### src/rtl/pwp_pkg.sv
// Shared types and elaboration helpers for the pixel window packer.
package pwp_pkg;

    typedef enum logic [1:0] {
        IDLE    = 2'd0,
        ARMED   = 2'd1,
        CAPTURE = 2'd2
    } state_e;

    localparam int DEF_BITS_PER_PIXEL = 2;
    localparam int DEF_WORD_WIDTH     = 32;
    localparam int PPW                = DEF_WORD_WIDTH / DEF_BITS_PER_PIXEL;

    function automatic int clog2(input int value);
        int result;
        result = 0;
        while ((1 << result) < value) result++;
        return result;
    endfunction

    // Whole words per window row and a power-of-2 FIFO keep the packer and pointers simple.
    function automatic bit params_legal(input int bpp, input int ww, input int win_w, input int depth);
        return (bpp > 0) && (ww >= bpp) && ((ww % bpp) == 0) &&
               (((win_w * bpp) % ww) == 0) && (depth >= 2) && ((depth & (depth - 1)) == 0);
    endfunction

endpackage

### src/rtl/pixel_window_packer_sync_fifo.sv
// Synchronous FIFO; the head entry is read straight from the storage registers.
module sync_fifo
    import pwp_pkg::*;
#(
    parameter int WIDTH = 32,
    parameter int DEPTH = 16
) (
    input  logic             i_Clk,
    input  logic             i_Rst_L,
    input  logic             i_Wr_En,
    input  logic [WIDTH-1:0] i_Wr_Data,
    input  logic             i_Rd_En,
    output logic [WIDTH-1:0] o_Rd_Data,
    output logic             o_Full,
    output logic             o_Empty
);
    localparam int AW = clog2(DEPTH);

    logic [WIDTH-1:0] mem [DEPTH];
    logic [AW-1:0]    wr_ptr;
    logic [AW-1:0]    rd_ptr;
    logic [AW:0]      count;
    logic             wr_ok;
    logic             rd_ok;

    // A read in the same cycle frees the slot, so a full FIFO still takes the write.
    assign rd_ok     = i_Rd_En && !o_Empty;
    assign wr_ok     = i_Wr_En && (!o_Full || rd_ok);
    assign o_Full    = (count == (AW+1)'(DEPTH));
    assign o_Empty   = (count == '0);
    assign o_Rd_Data = mem[rd_ptr];

    always_ff @(posedge i_Clk) begin
        if (!i_Rst_L) begin
            wr_ptr <= '0;
            rd_ptr <= '0;
            count  <= '0;
            for (int i = 0; i < DEPTH; i++) mem[i] <= '0;
        end else begin
            if (wr_ok) begin
                mem[wr_ptr] <= i_Wr_Data;
                wr_ptr      <= wr_ptr + AW'(1);
            end
            if (rd_ok) rd_ptr <= rd_ptr + AW'(1);
            case ({wr_ok, rd_ok})
                2'b10:   count <= count + (AW+1)'(1);
                2'b01:   count <= count - (AW+1)'(1);
                default: count <= count;
            endcase
        end
    end

endmodule

### src/rtl/pixel_window_packer.sv
// Captures one frame's in-window pixels, packs them MSB-first into words and streams them out.
module pixel_window_packer
    import pwp_pkg::*;
#(
    parameter int BITS_PER_PIXEL = DEF_BITS_PER_PIXEL,
    parameter int WORD_WIDTH     = DEF_WORD_WIDTH,
    parameter int COORD_WIDTH    = 10,
    parameter int WIN_X0         = 16,
    parameter int WIN_W          = 256,
    parameter int WIN_Y0         = 0,
    parameter int WIN_H          = 256,
    parameter int FIFO_DEPTH     = 16
) (
    input  logic                      i_Clk,
    input  logic                      i_Rst_L,
    input  logic                      i_Arm,
    input  logic [COORD_WIDTH-1:0]    i_Row,
    input  logic [COORD_WIDTH-1:0]    i_Column,
    input  logic [BITS_PER_PIXEL-1:0] i_Pixel,
    output logic [WORD_WIDTH-1:0]     o_Word,
    output logic                      o_Word_Valid,
    input  logic                      i_Word_Ready,
    output logic                      o_Busy,
    output logic                      o_Done,
    output logic                      o_Overflow,
    output logic [15:0]               o_Word_Count,
    output state_e                    o_State
);
    localparam int PIX_PER_WORD = WORD_WIDTH / BITS_PER_PIXEL;
    localparam int CNT_W        = (clog2(PIX_PER_WORD) > 0) ? clog2(PIX_PER_WORD) : 1;
    localparam logic [CNT_W-1:0]     PIX_LAST = CNT_W'(PIX_PER_WORD - 1);
    localparam logic [COORD_WIDTH:0] X_LO     = (COORD_WIDTH+1)'(WIN_X0);
    localparam logic [COORD_WIDTH:0] X_HI     = (COORD_WIDTH+1)'(WIN_X0 + WIN_W);
    localparam logic [COORD_WIDTH:0] X_LAST   = (COORD_WIDTH+1)'(WIN_X0 + WIN_W - 1);
    localparam logic [COORD_WIDTH:0] Y_LO     = (COORD_WIDTH+1)'(WIN_Y0);
    localparam logic [COORD_WIDTH:0] Y_HI     = (COORD_WIDTH+1)'(WIN_Y0 + WIN_H);
    localparam logic [COORD_WIDTH:0] Y_LAST   = (COORD_WIDTH+1)'(WIN_Y0 + WIN_H - 1);

    if (!params_legal(BITS_PER_PIXEL, WORD_WIDTH, WIN_W, FIFO_DEPTH)) begin : g_bad_params
        $error("pixel_window_packer: illegal parameter combination");
    end

    state_e                 state;
    logic [WORD_WIDTH-1:0]  shift_reg;
    logic [WORD_WIDTH-1:0]  next_shift;
    logic [CNT_W-1:0]       pix_cnt;
    logic [COORD_WIDTH:0]   row_x;
    logic [COORD_WIDTH:0]   col_x;
    logic                   in_win;
    logic                   frame_start;
    logic                   last_pixel;
    logic                   sample;
    logic                   push;
    logic                   pop;
    logic                   drop;
    logic                   fifo_full;
    logic                   fifo_empty;

    // Coordinates are widened by one bit so the window end sums cannot wrap.
    assign row_x       = {1'b0, i_Row};
    assign col_x       = {1'b0, i_Column};
    assign in_win      = (row_x >= Y_LO) && (row_x < Y_HI) && (col_x >= X_LO) && (col_x < X_HI);
    assign frame_start = (i_Row == '0) && (i_Column == '0);
    assign last_pixel  = (row_x == Y_LAST) && (col_x == X_LAST);
    assign sample      = in_win && (((state == ARMED) && frame_start) ||
                                    ((state == CAPTURE) && !frame_start));

    // The pushed word already contains the current pixel in its LSBs.
    if (PIX_PER_WORD == 1) begin : g_one_pix
        assign next_shift = i_Pixel;
    end else begin : g_multi_pix
        assign next_shift = {shift_reg[WORD_WIDTH-BITS_PER_PIXEL-1:0], i_Pixel};
    end

    assign push         = sample && (pix_cnt == PIX_LAST);
    assign pop          = o_Word_Valid && i_Word_Ready;
    assign drop         = push && fifo_full && !pop;
    assign o_Word_Valid = !fifo_empty;
    assign o_Busy       = (state != IDLE);
    assign o_State      = state;

    always_ff @(posedge i_Clk) begin
        if (!i_Rst_L) begin
            state        <= IDLE;
            shift_reg    <= '0;
            pix_cnt      <= '0;
            o_Done       <= 1'b0;
            o_Overflow   <= 1'b0;
            o_Word_Count <= '0;
        end else begin
            o_Done <= 1'b0;
            if (sample) begin
                shift_reg <= next_shift;
                pix_cnt   <= push ? '0 : pix_cnt + CNT_W'(1);
            end
            if (push && (o_Word_Count != 16'hFFFF)) o_Word_Count <= o_Word_Count + 16'd1;
            if (drop) o_Overflow <= 1'b1;
            case (state)
                IDLE: begin
                    if (i_Arm) begin
                        state        <= ARMED;
                        o_Overflow   <= 1'b0;
                        o_Word_Count <= '0;
                        shift_reg    <= '0;
                        pix_cnt      <= '0;
                    end
                end
                ARMED: begin
                    if (frame_start) begin
                        if (sample && last_pixel) begin
                            state  <= IDLE;
                            o_Done <= 1'b1;
                        end else begin
                            state <= CAPTURE;
                        end
                    end
                end
                CAPTURE: begin
                    // A new frame before the window finished means the capture is incomplete.
                    if (frame_start) begin
                        state      <= IDLE;
                        o_Overflow <= 1'b1;
                        shift_reg  <= '0;
                        pix_cnt    <= '0;
                    end else if (sample && last_pixel) begin
                        state  <= IDLE;
                        o_Done <= 1'b1;
                    end
                end
                default: state <= IDLE;
            endcase
        end
    end

    sync_fifo #(
        .WIDTH (WORD_WIDTH),
        .DEPTH (FIFO_DEPTH)
    ) u_fifo (
        .i_Clk     (i_Clk),
        .i_Rst_L   (i_Rst_L),
        .i_Wr_En   (push),
        .i_Wr_Data (next_shift),
        .i_Rd_En   (pop),
        .o_Rd_Data (o_Word),
        .o_Full    (fifo_full),
        .o_Empty   (fifo_empty)
    );

endmodule

### config.mk
export PLATFORM = sky130hd
export DESIGN_NAME = pixel_window_packer
export DESIGN_NICKNAME = d
export VERILOG_FILES = /design/src/rtl/pwp_pkg.sv /design/src/rtl/pixel_window_packer_sync_fifo.sv /design/src/rtl/pixel_window_packer.sv
export SDC_FILE = /design/constraint.sdc
export NUM_CORES = 1
export LEC_CHECK = 0
export BUFFER_PORTS_ARGS = -buffer_cell sky130_fd_sc_hd__buf_2
export CORE_MARGIN = 3
export CORE_UTILIZATION = 35
export DETAILED_ROUTE_END_ITERATION = 7
export PLACE_DENSITY = 0.57
export SKIP_CTS_REPAIR_TIMING = 1
export SYNTH_ARGS = -nofsm -noshare
export SYNTH_HDL_FRONTEND = slang
export SYNTH_HIERARCHICAL = 1
export SYNTH_SLANG_ARGS = --single-unit
### constraint.sdc
create_clock -name i_Clk -period 8.26 [get_ports i_Clk]
set_input_delay 1.239 -clock i_Clk [delete_from_list [all_inputs] [get_ports i_Clk]]
set_output_delay 1.239 -clock i_Clk [all_outputs]
set_load 0.1 [all_outputs]
==> run_results.csv, run 1 <==
group,metric,value,unit
status,outcome,"complete, no violations",
logic_synthesis,avgSynthCellArea,13.0,um2
timing,rsz0062_at_grt,"no",
cells_and_area,n_fill_cell,6776,
floorplan,coreArea,71900,um2
timing,worst_pin_slew,1.18,ns
place,placed_area,26900,um2
timing,fin_crit_sh,60.2,%
logic_synthesis,synth.top_cell.area_share,60.2,%
logic_synthesis,synth-edff-count,512,
logic_synthesis,ys_types,62,
logic_synthesis,synth_area,25500,um2
floorplan,fp.dieW,276,um
logic_synthesis,ys_seq_area_share,65.7,%
timing,slew_headroom,21.7,%
grt,grt_max_degree,97,
routing,ant_nets,0,
clock_tree,cts.path.max_buffers,3,
setup_path,rrSetupSlack,3.44,ns
timing,min_period,4.97,ns
grt,grt_pass1_wl,104000,um
clock_tree,clk_pin_slew_worst_paths,0.06,ns
place,dp_slack,2.79,ns
setup_path,path_max_fanout,72,
pwr,power.leakage,8.79,nW
cells_and_area,area_growth,12.7,%
pwr,power_density,218,nW/um2
setup_path,r2r-end,"u_fifo/mem[11][15]",
cells_and_area,final_area,28800,um2
grt,gr-max-usage-layer,"met2",
flow_run,maxCapViolCount,0,
routing,vias,16200,
logic_synthesis,ys_ff_latch,583,
cells_and_area,multi_input_area,8230,um2
floorplan,die_y,276,um
grt,grt_overflow,0,
timing,clock_skew,0.0172,ns
min_path,hold_path.class,"register to register",
logic_synthesis,synth_area_leaders,"edfxtp_1 (60%), mux4_2 (11%), nor2_1 (7.9%)",
grt,grt_pass1_vias,16600,
clock_tree,cts_root_buf,"clkbuf_16",
routing,avgRoutedWirePerCell,23.2,um
clock_tree,clock_latency,0.63,ns
logic_synthesis,synthesis.nets,2002,
routing,drtIter0Drc,1788,
logic_synthesis,yosysWarnings,6,
place,dp.cells,2879,
setup_path,worstPathRequired,7.02,ns
floorplan,io_pins,80,
cells_and_area,final_nets,2030,
cells_and_area,layout_common_cells,"nor2_1 (534), edfxtp_1 (512), nand2_1 (253)",
logic_synthesis,synth_ff_type,"edfxtp_1",
setup_path,cp-start-kind,"register",
clock_tree,numCtsBuffers,59,
cells_and_area,largest_reg_flops,512,
timing,worst_slack,3.29,ns
floorplan,start_util,35.6,%
routing,drcViolationCount,0,
logic_synthesis,synth_cells,1962,
routing,wirelength,69300,um
grt,antenna_found_initial,0,
routing,vias_per_cell,5.42,
grt,grt_use_met2,30.1,%
setup_path,path_class,"register to output pin",
floorplan,row_count,98,
timing,finalSetupViolCount,0,
cells_and_area,drive_gt1_share,17.9,%
setup_path,cp-endpoint,"o_Word[14]",
setup_path,r2r_start,"u_fifo/count[4]",
routing,drt_pass1_iterations,5,
grt,use_met1,24.4,%
clock_tree,cts_tree,"built",
logic_synthesis,async_reset_ff_share,0,%
cells_and_area,final_common_cell,"nor2_1",
cells_and_area,n_antenna_cell,0,
cells_and_area,fin_cells,2990,
clock_tree,htreeDepth,2,
timing,fmax,0.201,GHz
setup_path,ff2ff_path_depth,8,
place,dp_hpwl,39700,um
timing,hold_ws,0.469,ns
cells_and_area,regArea,16800,um2
clock_tree,cts.sinks,583,
grt,grt_usage,17.9,%
floorplan,die_area,76300,um2
pwr,peakVddDrop,0.156,mV
logic_synthesis,yosys.area.top_type,"edfxtp_1",
timing,hold_viol,0,
place,port_buffers,79,
timing,timing.setup.tns,0,ns
place,gp_congestion,0.793,
grt,use_met3,2.60,%
setup_path,arrival,3.73,ns
setup_path,crit_path_end_kind,"output pin",
timing,slew_viol_final,0,
where the power goes:
| part | switching [mW] | internal (mW) |
|---|---|---|
| logic | 0.242 | 0.0767 |
| registers | 0.0390 | 3.32 |
| clock network | 1.12 | 1.47 |
per-stage QoR:
step | util, % | total power, mW
2_1_floorplan | - | 3.63
5_1_grt | 40.1 | 6.47
3_5_place_dp | 37.5 | 3.75
6_report | 40.1 | 6.27
3_3_place_gp | 37.5 | 3.73
4_1_cts | 40.1 | 6.34
cells in the mapped netlist (3+ instances only):
library cell and count:
dfxtp_1 71, mux2i_1 6, o31ai_1 9, ha_1 13, buf_4 11, buf_1 9, inv_1 18, edfxtp_1 512
and3_1 4, clkbuf_1 52, nor2_1 535, nand2b_1 5, o21a_1 3, nor3_1 8, xor2_1 3, a22oi_1 64
a21oi_1 52, nand4_1 15, buf_6 3, nand3_1 20, mux4_2 128, nor4_1 3, buf_2 63, and2_1 5
or3_1 6, o21ai_0 25, a31oi_1 5, nor2b_1 6, nand2_1 254, or4_1 12
critical path, cell delays in order, from the launching register on:
cell     delay (ns)
dfxtp_4        1.09
buf_4          0.82
mux4_2         0.41
a22oi_1        0.22
nand2_1        0.15
buf_2          0.32
logic make-up after synthesis:
family          count (synthesis)  share of synthesized area, %
flops                         583                          65.7
fa+ha+maj                      14                         0.715
buf+inv                       160                          3.01
xor+xnor                        6                         0.235
compound gates                175                          4.47
mux                           135                          11.6
simple gates                  889                          14.2
final cells by class:
type | count | area share [%]
tap | 950 | 4.13
sequential | 583 | 58.4
multi-input combinational | 1219 | 28.6
inverter | 19 | 0.248
timing repair buffer | 108 | 2.17
clock inverter | 28 | 0.839
clock buffer | 83 | 5.68
how the worst min path moves through the flow:
stage | start | slack [ns] | cells past startpoint | endpoint
after CTS | o_Overflow | 0.47 | 2 | o_Overflow
final | o_Overflow | 0.47 | 2 | o_Overflow
after global placement | o_Overflow | 0.45 | 2 | o_Overflow
after global routing | o_Overflow | 0.49 | 2 | o_Overflow
after floorplan | pix_cnt[1] | 0.47 | 2 | pix_cnt[1]
after detailed placement | o_Overflow | 0.45 | 2 | o_Overflow
routing by layer:
layer | share of wire, % | vias to the layer above
met4 | 2.2 | 0
met2 | 49 | 644
met1 | 42 | 8283
met3 | 7.0 | 85
met5 | 0 | -
li1 | - | 7194
Note: power is estimated with default switching activity, not from simulation.
==> inputs of run 2 (changes only) <==
Clock period 8.26 ns to 4.8 ns, I/O delays scaled along.
==> run 2 against run 1 <==
Sequential share of layout area shrank 0.85 points. Clock power grew 79%. Count of clock-buffer cells in the layout grew 10. Sequential power grew 72%. Global-route usage grew 0.52 points. Cell count grew 1.1%. Design area grew 1.5%. Combinational power grew 79%. Die area is the same. Power grew 75%. Critical path depth is the same. Critical path type unchanged. Highest routed layer is now met5.
==> run_results.csv, run 2 (synthesis gave the netlist of run 1 again) <==
group,metric,value,unit
floorplan,die_y,276,um
timing,rsz0062_at_grt,"no",
pwr,power_switching,2.44,mW
grt,grt_overflow,0,
pwr,p_comb_share,5.2,%
pwr,p_int,8.56,mW
cells_and_area,final_area,29200,um2
cells_and_area,n_fill_cell,6688,
timing,timing.setup.tns,0,ns
setup_path,arrival,3.18,ns
clock_tree,cts.path.max_buffers,3,
place,port_buffers,79,
setup_path,r2r-end,"u_fifo/mem[8][16]",
min_path,worstHoldPathCells,3,
routing,drcViolationCount,0,
cells_and_area,fin_cells,3022,
floorplan,coreArea,71900,um2
setup_path,ff2ff_path_depth,9,
routing,ant_nets,0,
place,gp_congestion,0.776,
routing,drt_pass1_iterations,7,
clock_tree,cts.sinks,583,
routing,vias,16600,
timing,fmax,0.256,GHz
setup_path,crit_path_end_kind,"output pin",
pwr,swShare,22.2,%
min_path,hp-start,"i_Pixel[0]",
clock_tree,clk_pin_slew_worst_paths,0.06,ns
setup_path,cp-start-kind,"register",
status,outcome,"complete, no violations",
min_path,hold_path_end,"shift_reg[0]",
clock_tree,cts_root_buf,"clkbuf_16",
timing,slew_headroom,22.9,%
timing,clock_skew,0.0231,ns
cells_and_area,area_growth,14.4,%
setup_path,worstPathRequired,4.08,ns
timing,finalSetupViolCount,0,
setup_path,path_max_fanout,30,
routing,drtIter0Drc,1638,
clock_tree,numCtsBuffers,60,
pwr,power.leakage,9.01,nW
grt,grt_pass1_vias,17000,
timing,slew_viol_final,0,
floorplan,die_area,76300,um2
grt,grt_max_degree,89,
setup_path,rrSetupSlack,1.17,ns
routing,avgRoutedWirePerCell,23.5,um
cells_and_area,largest_reg_flops,512,
cells_and_area,n_antenna_cell,0,
floorplan,io_pins,80,
place,dp.cells,2909,
cells_and_area,final_nets,2061,
min_path,hold_path.class,"primary input to register",
routing,wirelength,71100,um
clock_tree,clock_latency,0.63,ns
floorplan,fp.dieW,276,um
pwr,report.power.total,11.0,mW
cells_and_area,drive_gt1_share,19.1,%
pwr,clockPowerShare,42.2,%
setup_path,path_class,"register to output pin",
pwr,power_density,376,nW/um2
place,placed_area,27300,um2
flow_run,maxCapViolCount,0,
timing,worst_pin_slew,1.15,ns
cells_and_area,utilization,40.7,%
routing,vias_per_cell,5.48,
grt,grt_pass1_wl,107000,um
cells_and_area,final_common_cell,"nor2_1",
floorplan,start_util,35.6,%
timing,fin_crit_sh,81.3,%
pwr,peakVddDrop,0.301,mV
timing,min_period,3.90,ns
floorplan,row_count,98,
pwr,power_frac_seq,52.6,%
grt,grt_usage,18.4,%
clock_tree,htreeDepth,2,
place,dp_hpwl,42400,um
cells_and_area,layout_common_cells,"nor2_1 (534), edfxtp_1 (512), nand2_1 (253)",
setup_path,r2r_start,"u_fifo/count[3]",
grt,antenna_found_initial,2,
clock_tree,cts_tree,"built",
timing,hold_viol,0,
run 2: cell types whose count changed in the layout (fill, tap and decap cells not counted), sizes merged:
cell and delta:
clkinv -12, clkbuf +10, clkinvlp +2, buf +30, bufinv +2
run 2: worst max path at each step:
stage                          from            endpoint  cells after the start
CTS                        register          o_Word[26]                      5
finish                     register          o_Word[26]                      5
detailed placement  u_fifo/count[3]   u_fifo/mem[8][28]                      9
global route               register          o_Word[26]                      5
floorplan                o_State[1]    u_fifo/mem[7][0]                      8
global placement    u_fifo/count[3]  u_fifo/mem[11][16]                      9
run 2: per-layer routing:
layer / routed length (um) / GRT usage [%] / vias up
li1: - / - / 7266
met1: 29800 / 25.5 / 8426
met2: 33500 / 29.7 / 718
met3: 5550 / 3.12 / 139
met4: 2180 / 5.93 / 2
met5: 11 / 0 / -
run 2: power by group through the flow:
stage | Clock (mW) | Combinational (mW) | Sequential [mW]
global route | 4.93 | 0.599 | 5.80
floorplan | 0 | 0.354 | 5.89
finish | 4.64 | 0.571 | 5.78
CTS | 4.73 | 0.575 | 5.79
global placement | 0 | 0.569 | 5.88
detailed placement | 0 | 0.573 | 5.89
run 2: through the flow:
stage / hold WS (ns) / setup slack, ns
6_report: 0.398 / 0.895
5_1_grt: 0.385 / 0.640
3_3_place_gp: 0.448 / 1.13
4_1_cts: 0.352 / 0.790
2_1_floorplan: 0.466 / -0.312
3_5_place_dp: 0.443 / 1.11
run 2: cell type report:
class                      count  area (um2)  area share (%)
clock buffer                  93        1700            5.81
clock inverter                20         243           0.831
inverter                      19        71.3           0.244
multi-input combinational   1219        8230            28.2
sequential                   583       16800            57.5
tap                          950        1190            4.07
timing repair buffer         138         988            3.38
run 2: critical path: stages, from the launching register on:
cell and delay, ns:
dfxtp_4 0.79, buf_4 0.50, mux4_2 0.55, a22oi_1 0.28, nand2_1 0.11, buf_2 0.31
